[src/rtl/mem_bus_fabric.sv]
// rtl/mem_bus_fabric.sv - picorv32 native bus to NUM_SLAVES interconnect with address decode, timeout and error log
module mem_bus_fabric #(
    parameter int          NUM_SLAVES = 4,
    parameter int          SEL_MSB    = 31,
    parameter int          SEL_LSB    = 28,
    parameter int          TIMEOUT    = 255,
    parameter logic [31:0] ERR_DATA   = 32'hDEADBEEF
) (
    input  logic                     clk,
    input  logic                     resetn,
    input  logic                     mem_valid,
    input  logic [31:0]              mem_addr,
    input  logic [31:0]              mem_wdata,
    input  logic [3:0]               mem_wstrb,
    output logic                     mem_ready,
    output logic [31:0]              mem_rdata,
    output logic [NUM_SLAVES-1:0]    s_valid,
    output logic [31:0]              s_addr,
    output logic [31:0]              s_wdata,
    output logic [3:0]               s_wstrb,
    input  logic [NUM_SLAVES-1:0]    s_ready,
    input  logic [32*NUM_SLAVES-1:0] s_rdata,
    input  logic                     err_clear,
    output logic                     bus_error,
    output logic [31:0]              err_addr,
    output logic [7:0]               err_count
);
    localparam int CNT_W = (TIMEOUT > 0) ? $clog2(TIMEOUT + 1) : 1;

    typedef enum logic [1:0] {IDLE, ACTIVE, RESP} state_t;

    state_t                  state_q, state_d;
    logic [NUM_SLAVES-1:0]   s_valid_q, s_valid_d;
    logic                    mem_ready_q, mem_ready_d;
    logic [31:0]             mem_rdata_q, mem_rdata_d;
    logic [CNT_W-1:0]        cnt_q, cnt_d;
    logic                    bus_error_q, bus_error_d;
    logic [31:0]             err_addr_q, err_addr_d;
    logic [7:0]              err_count_q, err_count_d;

    logic [31:0]             sel_ext;
    logic                    sel_hit;
    logic [NUM_SLAVES-1:0]   sel_onehot;
    logic                    slave_ready;
    logic [31:0]             slave_rdata;
    logic                    err_event;

    assign s_addr  = mem_addr;
    assign s_wdata = mem_wdata;
    assign s_wstrb = mem_wstrb;

    // The latched one-hot s_valid_q doubles as the selection register.
    always_comb begin
        sel_ext     = 32'(mem_addr[SEL_MSB:SEL_LSB]);
        sel_hit     = (sel_ext < 32'(NUM_SLAVES));
        sel_onehot  = '0;
        slave_rdata = '0;
        for (int i = 0; i < NUM_SLAVES; i++) begin
            sel_onehot[i] = (sel_ext == 32'(i));
            if (s_valid_q[i]) begin
                slave_rdata = s_rdata[32*i +: 32];
            end
        end
        slave_ready = |(s_ready & s_valid_q);
    end

    always_comb begin
        state_d     = state_q;
        s_valid_d   = s_valid_q;
        mem_ready_d = 1'b0;
        mem_rdata_d = mem_rdata_q;
        cnt_d       = cnt_q;
        err_event   = 1'b0;
        case (state_q)
            IDLE: begin
                cnt_d = '0;
                if (mem_valid && !mem_ready_q) begin
                    if (sel_hit) begin
                        state_d   = ACTIVE;
                        s_valid_d = sel_onehot;
                    end else begin
                        state_d     = RESP;
                        mem_ready_d = 1'b1;
                        mem_rdata_d = ERR_DATA;
                        err_event   = 1'b1;
                    end
                end
            end
            ACTIVE: begin
                cnt_d = cnt_q + CNT_W'(1);
                if (!mem_valid) begin
                    state_d   = IDLE;
                    s_valid_d = '0;
                    cnt_d     = '0;
                end else if (slave_ready) begin
                    state_d     = RESP;
                    s_valid_d   = '0;
                    mem_ready_d = 1'b1;
                    mem_rdata_d = slave_rdata;
                end else if ((TIMEOUT != 0) && (cnt_q == CNT_W'(TIMEOUT - 1))) begin
                    state_d     = RESP;
                    s_valid_d   = '0;
                    mem_ready_d = 1'b1;
                    mem_rdata_d = ERR_DATA;
                    err_event   = 1'b1;
                end
            end
            RESP: begin
                state_d = IDLE;
                cnt_d   = '0;
            end
            default: begin
                state_d   = IDLE;
                s_valid_d = '0;
                cnt_d     = '0;
            end
        endcase
    end

    // A new error outranks a simultaneous clear, restarting the count at one.
    always_comb begin
        bus_error_d = bus_error_q;
        err_addr_d  = err_addr_q;
        err_count_d = err_count_q;
        if (err_event) begin
            bus_error_d = 1'b1;
            err_addr_d  = mem_addr;
            if (err_clear) begin
                err_count_d = 8'd1;
            end else if (err_count_q != 8'hFF) begin
                err_count_d = err_count_q + 8'd1;
            end
        end else if (err_clear) begin
            bus_error_d = 1'b0;
            err_count_d = 8'd0;
        end
    end

    always_ff @(posedge clk) begin
        if (!resetn) begin
            state_q     <= IDLE;
            s_valid_q   <= '0;
            mem_ready_q <= 1'b0;
            mem_rdata_q <= '0;
            cnt_q       <= '0;
            bus_error_q <= 1'b0;
            err_addr_q  <= '0;
            err_count_q <= '0;
        end else begin
            state_q     <= state_d;
            s_valid_q   <= s_valid_d;
            mem_ready_q <= mem_ready_d;
            mem_rdata_q <= mem_rdata_d;
            cnt_q       <= cnt_d;
            bus_error_q <= bus_error_d;
            err_addr_q  <= err_addr_d;
            err_count_q <= err_count_d;
        end
    end

    assign s_valid   = s_valid_q;
    assign mem_ready = mem_ready_q;
    assign mem_rdata = mem_rdata_q;
    assign bus_error = bus_error_q;
    assign err_addr  = err_addr_q;
    assign err_count = err_count_q;
endmodule

[config.mk]
export PLATFORM = sky130hd
export DESIGN_NAME = mem_bus_fabric
export DESIGN_NICKNAME = d
export VERILOG_FILES = /design/src/rtl/mem_bus_fabric.sv
export SDC_FILE = /design/constraint.sdc
export NUM_CORES = 1
export LEC_CHECK = 0
export CAP_MARGIN = 5
export CORE_AREA = 2 2 136 138
export DETAILED_ROUTE_END_ITERATION = 10
export DIE_AREA = 0 0 138 140
export HOLD_SLACK_MARGIN = 0.06
export MAX_ROUTING_LAYER = met4
export PLACE_DENSITY = 0.66
export SLEW_MARGIN = 10
export SYNTH_ARGS = -nofsm -noshare
export SYNTH_HDL_FRONTEND = slang
export SYNTH_SLANG_ARGS = --single-unit
export TNS_END_PERCENT = 1
[constraint.sdc]
create_clock -name clk -period 2.14 [get_ports clk]
set_input_delay 0.428 -clock clk [delete_from_list [all_inputs] [get_ports clk]]
set_output_delay 0.428 -clock clk [all_outputs]
set_load 0.05 [all_outputs]
==> results.json <==
{
  "netlist_top_cells_count": "dfxtp_1 (88), nand2_1 (81), nand3_1 (80)",
  "rsz0062_at_grt": "false",
  "antenna_left": 0,
  "port_buffers": 277,
  "crit_buf_inv": 1,
  "io_pins": 350,
  "cpPeakStageDelay_ns": 0.85,
  "cts.clk_slew.worst_paths_ns": 0.07,
  "insertion_delay_ns": 0.34,
  "dieArea_mm2": 0.0193,
  "ctsHoldBuffers": 0,
  "synthArstFlopShare_pct": 0,
  "track_usage_pct": 16.8,
  "crit_family": "buffers and inverters",
  "antenna_found_initial": 0,
  "setup_viol": 0,
  "cts_max_path_buffers": 2,
  "drt-total-wl_um": 16000,
  "via_count": 4970,
  "fin_skew_ns": 0.00872,
  "htreeDepth": 3,
  "critPathMaxFanout": 6,
  "area_delta_synth_final_pct": 66.5,
  "numCtsBuffers": 9,
  "path_cells": "clkdlybuf4s50_1",
  "fin_nets": 985,
  "rows": 49,
  "drt-initial-drc-count": 185,
  "synthesis.nets": 791,
  "gp_congestion": 0.816,
  "postCtsSetupBuffers": 0,
  "yosys_register_bits": 88,
  "dp_hpwl_um": 12400,
  "synthMostInstantiatedCell": "dfxtp_1",
  "critPathArrivalTime_ns": 1.63,
  "fmax_ghz": 0.486,
  "synth.top_cells.by_area": "dfxtp_1 (36%), buf_4 (11%), nand3_1 (8.2%), nand2_1 (6.3%), a221oi_1 (5.8%)",
  "dp.cells": 996,
  "grt_pass1_wl_um": 25500,
  "vdd.ir_drop.worst_mv": 0.325,
  "diodes": 0,
  "overflow": 0,
  "wl_met3_um": 1170,
  "startpoint_type": "register",
  "dieWidth_um": 138,
  "synth_flop_cell": "dfxtp_1",
  "ys_warn_count": 0,
  "remaining_drc_errors": 0,
  "endpoint_kind": "primary output",
  "cts_tree": "built",
  "ctsResizeCount": 0,
  "post_drt_via_cell_ratio": 4.91,
  "hp-class": "register to register",
  "syn_area_per_cell_um2": 8.33,
  "seq_area_frac_synth_pct": 36.2,
  "ys_types": 45,
  "synth_top_area_share_pct": 36.2,
  "status": "completed",
  "syn_area_mm2": 0.00486,
  "grt_max_degree": 67,
  "path_class": "register to primary output",
  "syn_inst": 584,
  "fin_cells": 1012,
  "hold_viol_final": 0,
  "cap_violations": 0,
  "synth_edf_count": 0,
  "pre_cts_ws_ns": -0.187,
  "max-slew-margin-rel_pct": 62.2,
  "grt_pass1_vias": 4804,
  "worstMarginPinSlew_ns": 0.566,
  "die_height_um": 140,
  "wirelength_met1_um": 6620,
  "drive_gt1_share_pct": 11.1,
  "cts.sinks": 88,
  "start_util_pct": 27.4,
  "cp_slowest_cell": "clkdlybuf4s50_1",
  "yosysTopAreaCell": "dfxtp_1",
  "period_share_pct": 96.2,
  "highest_layer": "met4",
  "power.density_mw_per_mm2": 582,
  "fin_crit_ns": 2.06,
  "wl_per_cell_um": 15.8,
  "cts-root-buf": "clkbuf_16",
  "wl_met2_um": 7960,
  "cp.required_ns": 1.71,
  "core_mm2": 0.0178,
  "slew_violations": 0,
  "first_pass_iters": 4,
  "setup_ws_ns": 0.0814,
  "leakage_nw": 3.02
}
[routing by layer]
metal / track usage (%) / up-vias
met5: - / -
met4: 5.21 / 0
met3: 4.55 / 23
met2: 28.5 / 250
met1: 19.4 / 2259
li1: - / 2438
[worst paths after layout]
path / startpoint / endpoint / slack, ns / cells past startpoint
setup / recovery: err_count[0] / err_count[0] / 0.08 / 1
hold / removal: mem_rdata[20] / mem_rdata[20] / 0.45 / 2
setup reg to reg: state_q[0] / err_count[7] / 0.36 / 4
hold reg to reg: mem_rdata[20] / mem_rdata[20] / 0.45 / 2
[flip-flops by register name, summed over array words and instances, names as in the netlist]
register and count:
bus_error 1, cnt_q 8, err_addr 32, err_count 8
mem_rdata 32, mem_ready 1, s_valid 4, state_q 2
[logic make-up after synthesis]
family	count (synthesis)	synth area share, %
and+or+nand+nor	242	24.7
buffers and inverters	123	15.6
AOI/OAI and AO/OA	119	21.0
DFF	88	36.2
xor gates and xnor gates	6	1.08
muxes	3	0.643
adders and majority gates	3	0.772
[worst min-delay path, delay by kind of cell (launching register included)]
kind             cells  cell delay [ns]
AND/OR/NAND/NOR      1             0.05
AO/OA/AOI/OAI        1             0.05
flip-flops           1             0.31
[where the power goes]
part / leakage [nW] / total [mW] / internal [mW] / switching (mW)
combinational: 2.15 / 1.39 / 0.656 / 0.736
sequential: 0.721 / 1.79 / 1.73 / 0.0542
clock: 0.144 / 1.53 / 0.836 / 0.697
[metrics by stage]
step	TNS [ns]	hold slack (ns)	cell area (µm²)	util, %	total power, mW
final	0	0.448	8100	45.5	4.71
after floorplan	0	0.453	4860	-	2.71
after global placement	-4.83	0.435	7800	43.9	3.22
after global routing	0	0.472	8100	45.5	4.92
after detailed placement	-5.49	0.441	7800	43.9	3.23
after CTS	0	0.451	8090	45.5	4.78
[placed cells by master, fill, tap and decap left out, types with 2 or more instances in the layout]
| master | count |
|---|---|
| o21a_1 | 2 |
| buf_4 | 21 |
| and2_1 | 4 |
| a21oi_1 | 3 |
| mux2i_1 | 2 |
| nor2b_1 | 33 |
| a21boi_1 | 2 |
| nor3_1 | 4 |
| nand2_1 | 81 |
| and3_1 | 4 |
| nor2_1 | 14 |
| nand3b_1 | 2 |
| o221a_1 | 24 |
| o31ai_1 | 32 |
| inv_1 | 4 |
| dfxtp_2 | 2 |
| clkdlybuf4s50_1 | 238 |
| ha_1 | 3 |
| nor4_1 | 2 |
| buf_12 | 42 |
| nand4_1 | 6 |
| xor2_1 | 5 |
| or4_1 | 2 |
| nand2b_1 | 4 |
| a311oi_1 | 2 |
| inv_6 | 4 |
| a221oi_1 | 32 |
| a22oi_1 | 2 |
| a41oi_1 | 3 |
| o21ai_1 | 10 |
| dfxtp_1 | 86 |
| clkbuf_16 | 9 |
| nand3_1 | 80 |
[cell type report]
| class | instances | area, µm² |
|---|---|---|
| clock buffer | 10 | 239 |
| clock inverter | 6 | 48.8 |
| fill | 1702 | 9680 |
| inverter | 4 | 15.0 |
| multi-input combinational | 373 | 2350 |
| sequential | 88 | 1760 |
| tap | 229 | 287 |
| timing repair buffer | 302 | 3390 |
Power figures use the tool's default switching activity.
